File: src/rtl/sevenseg_scan_driver_if.sv
// -----------------------------------------------------------------------------
// sevenseg_scan_driver_if
//   Bundles the stopwatch-side digit/mask inputs and the board-side display
//   outputs of the seven-segment scan driver.
//
//   digits      : 4 BCD digits, [3:0]=digit0 (rightmost) .. [15:12]=digit3
//   blank_mask  : bit i=1 keeps digit i dark
//   blink_mask  : bit i=1 darkens digit i while the blink phase is high
//   dp_mask     : bit i=1 lights the decimal point of digit i
//   seg         : segments {g,f,e,d,c,b,a}, active-low
//   dp          : decimal point, active-low
//   an          : anode enables, active-low, an[i] selects digit i
//   frame_start : one-cycle pulse when the shadow registers load
//
//   master : the side that supplies digits/masks and watches the display
//   slave  : the scan driver itself
// -----------------------------------------------------------------------------
interface sevenseg_scan_driver_if;
  logic [15:0] digits;
  logic [3:0]  blank_mask;
  logic [3:0]  blink_mask;
  logic [3:0]  dp_mask;
  logic [6:0]  seg;
  logic        dp;
  logic [3:0]  an;
  logic        frame_start;

  modport master (
    output digits, blank_mask, blink_mask, dp_mask,
    input  seg, dp, an, frame_start
  );

  modport slave (
    input  digits, blank_mask, blink_mask, dp_mask,
    output seg, dp, an, frame_start
  );
endinterface

File: src/rtl/sevenseg_scan_driver.sv
// -----------------------------------------------------------------------------
// sevenseg_scan_driver
//   Drives a 4-digit common-anode multiplexed seven-segment display from the
//   stopwatch's BCD digits. Each digit is lit for REFRESH_DIV cycles; after
//   digit3 the frame ends and the digits and masks are shadow-latched, so a
//   digit change can never tear a frame. A free-running blink counter toggles
//   blink_phase every BLINK_DIV cycles for pause indication.
//
//   clk : system clock, rising edge
//   rst : asynchronous, active-high reset
//   bus : sevenseg_scan_driver_if.slave (digits/masks in, seg/dp/an/frame_start out)
//
//   All display outputs are registered: one cycle of latency from the
//   scan index, shadow registers and blink phase.
// -----------------------------------------------------------------------------
module sevenseg_scan_driver #(
  parameter int REFRESH_DIV = 100000,  // clk cycles each digit is lit (>=2)
  parameter int BLINK_DIV   = 50000000 // clk cycles per blink phase (>=2)
) (
  input  logic                  clk,
  input  logic                  rst,
  sevenseg_scan_driver_if.slave bus
);

  localparam int RW = $clog2(REFRESH_DIV);
  localparam int BW = $clog2(BLINK_DIV);
  localparam logic [RW-1:0] REFRESH_LAST = RW'(REFRESH_DIV - 1);
  localparam logic [BW-1:0] BLINK_LAST   = BW'(BLINK_DIV - 1);
  localparam logic [6:0]    SEG_OFF      = 7'b1111111;

  // Active-low {g,f,e,d,c,b,a}; non-BCD codes render a dash.
  function automatic logic [6:0] decode(input logic [3:0] bcd);
    case (bcd)
      4'd0:    decode = 7'b1000000;
      4'd1:    decode = 7'b1111001;
      4'd2:    decode = 7'b0100100;
      4'd3:    decode = 7'b0110000;
      4'd4:    decode = 7'b0011001;
      4'd5:    decode = 7'b0010010;
      4'd6:    decode = 7'b0000010;
      4'd7:    decode = 7'b1111000;
      4'd8:    decode = 7'b0000000;
      4'd9:    decode = 7'b0010000;
      default: decode = 7'b0111111;
    endcase
  endfunction

  logic [RW-1:0] refresh_cnt_q, refresh_cnt_d;
  logic [1:0]    idx_q, idx_d;
  logic [BW-1:0] blink_cnt_q, blink_cnt_d;
  logic          blink_phase_q, blink_phase_d;

  logic [15:0]   sh_digits_q, sh_digits_d;
  logic [3:0]    sh_blank_q, sh_blank_d;
  logic [3:0]    sh_blink_q, sh_blink_d;
  logic [3:0]    sh_dp_q, sh_dp_d;

  logic [3:0]    an_q, an_d;
  logic [6:0]    seg_q, seg_d;
  logic          dp_q, dp_d;
  logic          frame_start_q, frame_start_d;

  logic          refresh_wrap;
  logic          blink_wrap;
  logic          frame_edge;
  logic          dark;
  logic [3:0]    cur_digit;

  assign refresh_wrap = (refresh_cnt_q == REFRESH_LAST);
  assign blink_wrap   = (blink_cnt_q == BLINK_LAST);
  // The frame ends when the last digit's slot expires.
  assign frame_edge   = refresh_wrap && (idx_q == 2'd3);

  always_comb begin
    // NOTE: every signal gets a default first, so no path leaves one unassigned
    // and no latch is inferred.
    refresh_cnt_d = refresh_cnt_q + RW'(1);
    idx_d         = idx_q;
    blink_cnt_d   = blink_cnt_q + BW'(1);
    blink_phase_d = blink_phase_q;
    sh_digits_d   = sh_digits_q;
    sh_blank_d    = sh_blank_q;
    sh_blink_d    = sh_blink_q;
    sh_dp_d       = sh_dp_q;
    frame_start_d = frame_edge;

    if (refresh_wrap) begin
      refresh_cnt_d = '0;
      idx_d         = idx_q + 2'd1;  // 3 wraps naturally to 0
    end

    if (blink_wrap) begin
      blink_cnt_d   = '0;
      blink_phase_d = ~blink_phase_q;
    end

    if (frame_edge) begin
      sh_digits_d = bus.digits;
      sh_blank_d  = bus.blank_mask;
      sh_blink_d  = bus.blink_mask;
      sh_dp_d     = bus.dp_mask;
    end
  end

  // Output stage looks only at the current index, shadow copy and blink phase.
  assign cur_digit = sh_digits_q[{idx_q, 2'b00} +: 4];
  assign dark      = sh_blank_q[idx_q] | (sh_blink_q[idx_q] & blink_phase_q);

  always_comb begin
    an_d  = dark ? 4'b1111 : ~(4'b0001 << idx_q);
    seg_d = dark ? SEG_OFF : decode(cur_digit);
    dp_d  = dark ? 1'b1    : ~sh_dp_q[idx_q];
  end

  // NOTE: the shadow registers are reset along with everything else; they are
  // a handful of flops, and a defined "0000" after reset is what users see.
  always_ff @(posedge clk or posedge rst) begin
    if (rst) begin
      refresh_cnt_q <= '0;
      idx_q         <= '0;
      blink_cnt_q   <= '0;
      blink_phase_q <= 1'b0;
      sh_digits_q   <= '0;
      sh_blank_q    <= '0;
      sh_blink_q    <= '0;
      sh_dp_q       <= '0;
      an_q          <= 4'b1111;
      seg_q         <= SEG_OFF;
      dp_q          <= 1'b1;
      frame_start_q <= 1'b0;
    end else begin
      // NOTE: non-blocking assignments so every register samples the values
      // from before this edge, regardless of statement order.
      refresh_cnt_q <= refresh_cnt_d;
      idx_q         <= idx_d;
      blink_cnt_q   <= blink_cnt_d;
      blink_phase_q <= blink_phase_d;
      sh_digits_q   <= sh_digits_d;
      sh_blank_q    <= sh_blank_d;
      sh_blink_q    <= sh_blink_d;
      sh_dp_q       <= sh_dp_d;
      an_q          <= an_d;
      seg_q         <= seg_d;
      dp_q          <= dp_d;
      frame_start_q <= frame_start_d;
    end
  end

  assign bus.an          = an_q;
  assign bus.seg         = seg_q;
  assign bus.dp          = dp_q;
  assign bus.frame_start = frame_start_q;

endmodule

File: src/flat_wrapper.sv
// flat-port wrapper written by rule: the top's interface ports become plain ports
module sevenseg_scan_driver_flat 
#(
  parameter int REFRESH_DIV = 100000,                                       
  parameter int BLINK_DIV   = 50000000                                    
)
  (clk, rst, bus_digits, bus_blank_mask, bus_blink_mask, bus_dp_mask, bus_seg, bus_dp, bus_an, bus_frame_start);
  sevenseg_scan_driver_if bus_i ();
  input  logic clk;
  input  logic rst;
  input wire logic [$bits(bus_i.digits)-1:0] bus_digits;
  input wire logic [$bits(bus_i.blank_mask)-1:0] bus_blank_mask;
  input wire logic [$bits(bus_i.blink_mask)-1:0] bus_blink_mask;
  input wire logic [$bits(bus_i.dp_mask)-1:0] bus_dp_mask;
  output wire logic [$bits(bus_i.seg)-1:0] bus_seg;
  output wire logic [$bits(bus_i.dp)-1:0] bus_dp;
  output wire logic [$bits(bus_i.an)-1:0] bus_an;
  output wire logic [$bits(bus_i.frame_start)-1:0] bus_frame_start;
  assign bus_i.digits = bus_digits;
  assign bus_i.blank_mask = bus_blank_mask;
  assign bus_i.blink_mask = bus_blink_mask;
  assign bus_i.dp_mask = bus_dp_mask;
  assign bus_seg = bus_i.seg;
  assign bus_dp = bus_i.dp;
  assign bus_an = bus_i.an;
  assign bus_frame_start = bus_i.frame_start;
  sevenseg_scan_driver #(.REFRESH_DIV(REFRESH_DIV), .BLINK_DIV(BLINK_DIV)) u_core (.clk(clk), .rst(rst), .bus(bus_i));
endmodule
File: config.mk
export PLATFORM = sky130hd
export DESIGN_NAME = sevenseg_scan_driver_flat
export DESIGN_NICKNAME = d
export VERILOG_FILES = /design/src/rtl/sevenseg_scan_driver_if.sv /design/src/rtl/sevenseg_scan_driver.sv /design/src/flat_wrapper.sv
export SDC_FILE = /design/constraint.sdc
export NUM_CORES = 1
export LEC_CHECK = 0
export CAP_MARGIN = 10
export CORE_AREA = 2 2 132 134
export CTS_BUF_LIST = sky130_fd_sc_hd__clkbuf_16
export CTS_CLUSTER_SIZE = 28
export DETAILED_ROUTE_END_ITERATION = 8
export DIE_AREA = 0 0 134 136
export DONT_BUFFER_PORTS = 1
export SETUP_SLACK_MARGIN = 0.1
export SYNTH_ARGS = -nofsm -noshare
export SYNTH_HDL_FRONTEND = slang
export SYNTH_SLANG_ARGS = --single-unit
File: constraint.sdc
create_clock -name clk -period 7.4 [get_ports clk]
set_input_delay 0.74 -clock clk [delete_from_list [all_inputs] [get_ports clk]]
set_output_delay 0.74 -clock clk [all_outputs]
set_load 0.1 [all_outputs]
==> flow_summary.yaml, run 1 <==
route:
  viasPerCell: 4.447
  drcViolationCount: 0
  post_drt_wl_per_cell_um: 14.44
  routed-via-count: 2548
  drtPass1Iterations: 4
  drt-total-wl_um: 8276
  drt-initial-drc-count: 94
  drt.antenna.violating_nets: 0
logic_synthesis:
  syn_inst: 339
  yosysWarnings: 0
  synth_area_leaders: "dfrtp_1 46%, dfstp_2 7.7%, mux2_4 7.3%"
  async_flop_share: 1.000
  syn_area_mm2: 0.004119
  yosys.area.top_type_share: 0.4557
  syn_area_per_cell_um2: 12.15
  ys_ff_latch: 87
  synth_edf_count: 0
  synth_cell_types: 37
  syn_nets: 381
  synth_area_leader_cell: "dfrtp_1"
  synth-main-ff-cell: "dfrtp_1"
  synth_seq_area_share: 0.5322
outcome:
  status: "completed"
setup_path:
  worstPathArrival_ns: 2.52
  cp.required_ns: 7.62
  crit_chain: "or4b_4, nor3_4, nand3_4, mux2_4"
  cp-end-kind: "flip-flop"
  crit_path_max_incr_delay_ns: 0.59
  cp_max_fo: 28
  critPathLaunchType: "flip-flop"
  cp_slowest_cell: "or4b_4"
  critPathKind: "flip-flop to flip-flop"
floorplan:
  rows: 48
  die_y_um: 136
  fp.dieArea_mm2: 0.01822
  initial_utilization: 0.2441
  coreArea_mm2: 0.01688
  dieWidth_um: 134
  ios: 43
clock_network:
  clock_insertion_delay_worst_skew_ns: 0.34
  tritoncts: "yes"
  ctsRootBufferMaster: "clkbuf_16"
  clkSlewWorstSetupHoldPaths_ns: 0.06
  postCtsHoldBufs: 0
  cts_setup_buffers: 0
  cts_buffer_depth: 2
  cts-resized-gates: 0
  cts_sinks: 87
  htreeDepth: 3
  cts_inserted_buffers: 9
timing:
  setup-violations-final: 0
  final_max_slew_viol_count: 0
  clock-skew-final_ns: 0.005202
  fin_tns_setup_ns: 0
  rsz0062_at_grt: "false"
  worst_slack_ns: 5.100
  fin_crit_sh: 0.3108
  fmax_mhz: 434.8
  fin_crit_ns: 2.300
  hold_viol: 0
  worstMarginPinSlew_ns: 1.098
  max_slew_margin: 0.2681
finish:
  final_cell_mix: "75 x dfrtp_1, 22 x nor2_1, 20 x mux2_4"
  fin_nets: 385
  area_growth_syn_to_layout_pct: 14.22
  drive_gt1_frac: 0.2040
  diodes: 0
  final_common_cell: "dfrtp_1"
placed_design:
  dp_hpwl_um: 5881
  gp_congestion: 0.7521
  dp_slack_ns: 5.107
  port_buffers: 0
power:
  p_leak_uw: 0.001972
  vdd_drop_max_mv: 0.1015
  power.density_mw_per_mm2: 225.2
grt:
  grt_use_total: 0.09920
  antenna_found_initial: 0
  grt_pass1_vias: 2674
  grt_start_max_net_pins: 88
  grt_pass1_wl_um: 14080
  grt_overflow: 0
run:
  maxCapViolations: 0
min_path:
  hp-class: "flip-flop to flip-flop"
## power breakdown
part / leakage, uW / total [uW] / switching, uW / internal (uW)
combinational: 0.000728 / 34.0 / 19.1 / 15.0
sequential: 0.00108 / 518 / 28.4 / 490
clock: 0.000163 / 507 / 180 / 327
## layout make-up
type | count | area, um^2
flip-flops and latches | 87 | 2192
repair buffers | 1 | 7.507
fillers | 1698 | 12170
multi-input cells | 233 | 1844
well taps | 225 | 281.5
clock buffers | 9 | 225.2
clock inverters | 7 | 111.4
inverters | 11 | 42.54
## routing by layer
layer  track usage  wire (um)  up-vias
met1        0.1211       3666     1296
met2        0.1621       4152       31
li1              -          -     1208
met4       0.04314        155        0
met5             0          0        -
met3       0.03057        302       13
## stage by stage
stage	instance area [um^2]	hold slack (ns)	cells	power, uW	util
global placement	4368	0.4606	557	559.6	0.2588
global route	4705	0.5075	573	1101	0.2788
detailed placement	4368	0.4734	557	561.6	0.2588
finish	4705	0.4777	573	1059	0.2788
floorplan	4119	0.4351	339	551.8	-
CTS	4705	0.4815	573	1078	0.2788
## Yosys cell counts, types with 3 or more instances
master / instances
dfrtp_1: 75
nor2_1: 22
mux2_4: 20
xnor2_1: 19
nand2_1: 18
nand3_1: 17
a21oi_1: 16
o21ai_0: 15
xor2_1: 13
dfstp_2: 12
ha_1: 12
inv_1: 11
nand4_1: 11
mux2_2: 8
mux4_2: 6
nor3_1: 6
nor4_1: 6
or3_1: 6
and4_1: 5
clkbuf_1: 5
or4_1: 4
and2_1: 3
and3_1: 3
mux2i_1: 3
nor2b_1: 3
nor4bb_1: 3
or2_2: 3
## state kept, by name, indices dropped and copies added, names as in the netlist
name,count
u_core.blink_cnt_q,26
u_core.blink_phase_q,1
u_core.bus.an,4
u_core.bus.dp,1
u_core.bus.frame_start,1
u_core.bus.seg,7
u_core.idx_q,2
u_core.refresh_cnt_q,17
u_core.sh_blank_q,4
u_core.sh_blink_q,4
u_core.sh_digits_q,16
u_core.sh_dp_q,4
## critical path, delay by kind of cell, from the launching register on
family	cells	cell delay (ns)
flops	1	0.46
mux	1	0.45
simple gates	3	1.25
## kinds of logic after synthesis
family | synth area share
and+or+nand+nor | 0.1640
DFF | 0.5322
muxes | 0.1349
AOI/OAI and AO/OA | 0.04313
xor gates and xnor gates | 0.06804
buffers and inverters | 0.02126
adders and majority gates | 0.03645
## worst paths after layout
check	start	endpoint	slack, ns	cells after the start
setup / recovery	u_core.refresh_cnt_q[5]	u_core.sh_digits_q[10]	5.10	4
hold / removal	u_core.refresh_cnt_q[0]	u_core.refresh_cnt_q[0]	0.48	1
setup reg to reg	u_core.refresh_cnt_q[5]	u_core.sh_digits_q[10]	5.10	4
hold reg to reg	u_core.refresh_cnt_q[0]	u_core.refresh_cnt_q[0]	0.48	1
max in group asynchronous	rst	u_core.refresh_cnt_q[13]	6.06	2
min in group asynchronous	rst	u_core.blink_cnt_q[16]	0.62	2
No activity file was read; power rests on OpenSTA's default activity.
==> inputs of run 2 (changes only) <==
clock period = 2.35 ns   (was 7.4 ns; I/O delays follow)
==> flow_summary.yaml, run 2 (same netlist as run 1, synthesis figures left out) <==
outcome:
  status: "completed"
clock_network:
  tritoncts: "yes"
  ctsRootBufferMaster: "clkbuf_16"
  clkSlewWorstSetupHoldPaths_ns: 0.06
  clock_insertion_delay_worst_skew_ns: 0.34
  htreeDepth: 3
  cts_inserted_buffers: 9
  cts_setup_buffers: 0
  cts_buffer_depth: 2
  cts_sinks: 87
grt:
  grt_pass1_wl_um: 14140
  grt_start_max_net_pins: 43
  grt_use_total: 0.09993
  grt_overflow: 0
  antenna_found_initial: 0
  grt_pass1_vias: 2671
floorplan:
  dieWidth_um: 134
  fp.dieArea_mm2: 0.01822
  ios: 43
  coreArea_mm2: 0.01688
  die_y_um: 136
  rows: 48
  initial_utilization: 0.2441
placed_design:
  dp_hpwl_um: 6134
  gp_congestion: 0.8439
  dp.cells: 563
  placed_area_mm2: 0.004436
  port_buffers: 0
setup_path:
  cp.required_ns: 2.60
  reg2reg_to: "u_core.bus.seg[3]"
  r2r_cells: 5
  critPathKind: "flip-flop to flip-flop"
  crit_chain: "mux4_2, ha_1, or2_2, a21oi_1, o21ai_0"
  critPathLaunchType: "flip-flop"
  cp_max_fo: 8
  crit_path_max_incr_delay_ns: 0.62
  cp-end-kind: "flip-flop"
  cp_slowest_cell: "mux4_2"
  worstPathArrival_ns: 2.28
  reg2reg_from: "u_core.idx_q[0]"
  r2r_setup_slack_ns: 0.32
timing:
  max_slew_margin: 0.6340
  clock-skew-final_ns: 0.007842
  fin_crit_ns: 2.031
  fin_crit_sh: 0.8641
  fin_tns_setup_ns: 0
  rsz0062_at_grt: "false"
  hold_viol: 0
  final_max_slew_viol_count: 0
  fmax_mhz: 492.4
  worstMarginPinSlew_ns: 0.5502
  setup-violations-final: 0
route:
  drt-total-wl_um: 8292
  drt-initial-drc-count: 103
  drcViolationCount: 0
  viasPerCell: 4.438
  routed-via-count: 2574
  drtPass1Iterations: 4
  drt.antenna.violating_nets: 0
  post_drt_wl_per_cell_um: 14.30
finish:
  reg.largest.list: "u_core.blink_cnt_q (26), u_core.refresh_cnt_q (17), u_core.sh_digits_q (16)"
  fin_nets: 392
  stdcell_count: 580
  final_cell_mix: "75 x dfrtp_1, 22 x nor2_1, 20 x mux2_4"
  largest_reg_flops: 26
  drive_gt1_frac: 0.2113
  design_area_mm2: 0.004736
  area_growth_syn_to_layout_pct: 14.98
  diodes: 0
  final_common_cell: "dfrtp_1"
  top_register: "u_core.blink_cnt_q"
min_path:
  hp-class: "input port to flip-flop"
  hold_depth: 1
  min_to: "u_core.sh_dp_q[2]"
  worstHoldStart: "bus_dp_mask[2]"
run:
  maxCapViolations: 0
power:
  p_clk_frac: 0.442
  p_int_uw: 2409
  p_sw_uw: 720.4
  power_frac_comb: 0.036
  power_frac_seq: 0.522
  vdd_drop_max_mv: 0.3408
  switching_share: 0.2302
  power.density_mw_per_mm2: 660.8
  p_leak_uw: 0.001999
  p_total_uw: 3129
## run 2: cell count changes in the layout (fill, tap and decap cells not counted), sizes merged
cell,delta
dlygate4sd3,+1
buf,+6
clkinv,+1
bufinv,-2
inv,+1
## run 2: power by group through the flow
stage | combinational [uW] | sequential, uW | clock [uW]
final | 112 | 1630 | 1380
after global routing | 128 | 1640 | 1510
after CTS | 116 | 1630 | 1420
after detailed placement | 113 | 1660 | 0
after global placement | 109 | 1660 | 0
after floorplan | 87.5 | 1650 | 0
## run 2: metrics by stage
step	worst slack (ns)	hold slack [ns]	utilization
6_report	0.3193	0.03740	0.2806
5_1_grt	0.1283	0.01441	0.2806
4_1_cts	0.2956	0.02451	0.2806
3_5_place_dp	0.3107	0.1791	0.2628
3_3_place_gp	0.3372	0.1740	0.2628
2_1_floorplan	0.3082	0.3835	-
## run 2: how the worst max path moves through the flow
stage	start	endpoint	cells past startpoint
2_1_floorplan	u_core.idx_q[0]	u_core.bus.seg[3]	6
3_3_place_gp	u_core.idx_q[0]	u_core.bus.seg[5]	6
3_5_place_dp	u_core.idx_q[0]	u_core.bus.seg[5]	6
4_1_cts	u_core.idx_q[0]	u_core.bus.seg[5]	6
5_1_grt	u_core.idx_q[0]	u_core.bus.seg[5]	6
6_report	u_core.idx_q[0]	u_core.bus.seg[3]	5
## run 2: worst max-delay path: cells and delay by family, from the launching register on
family	cells	cell delay, ns
multiplexers	1	0.62
flip-flops	1	0.57
AND/OR/NAND/NOR	1	0.30
AO/OA/AOI/OAI	2	0.25
adder cells (fa/ha/maj)	1	0.20
## run 2: timing repair
| item | 4_1_cts | 5_1_grt |
|---|---|---|
| endpoints found under the hold margin | 20 | 0 |
| gates resized for setup | 0 | 0 |
| hold buffers | 1 | 0 |
## run 2: final cells by class
| class | instances | area [um^2] |
|---|---|---|
| fill | 1687 | 12140 |
| sequential | 87 | 2192 |
| multi-input combinational | 233 | 1839 |
| tap | 225 | 281.5 |
| clock buffer | 9 | 225.2 |
| timing repair buffer | 8 | 87.58 |
| clock inverter | 7 | 65.06 |
| inverter | 11 | 45.04 |
## run 2: metal layers
layer / wire (um) / up-vias / GRT usage
met3: 413 / 10 / 0.03691
met2: 4053 / 43 / 0.1627
met4: 197 / 0 / 0.04374
met5: 0 / - / 0
met1: 3627 / 1292 / 0.1186
li1: - / 1229 / -
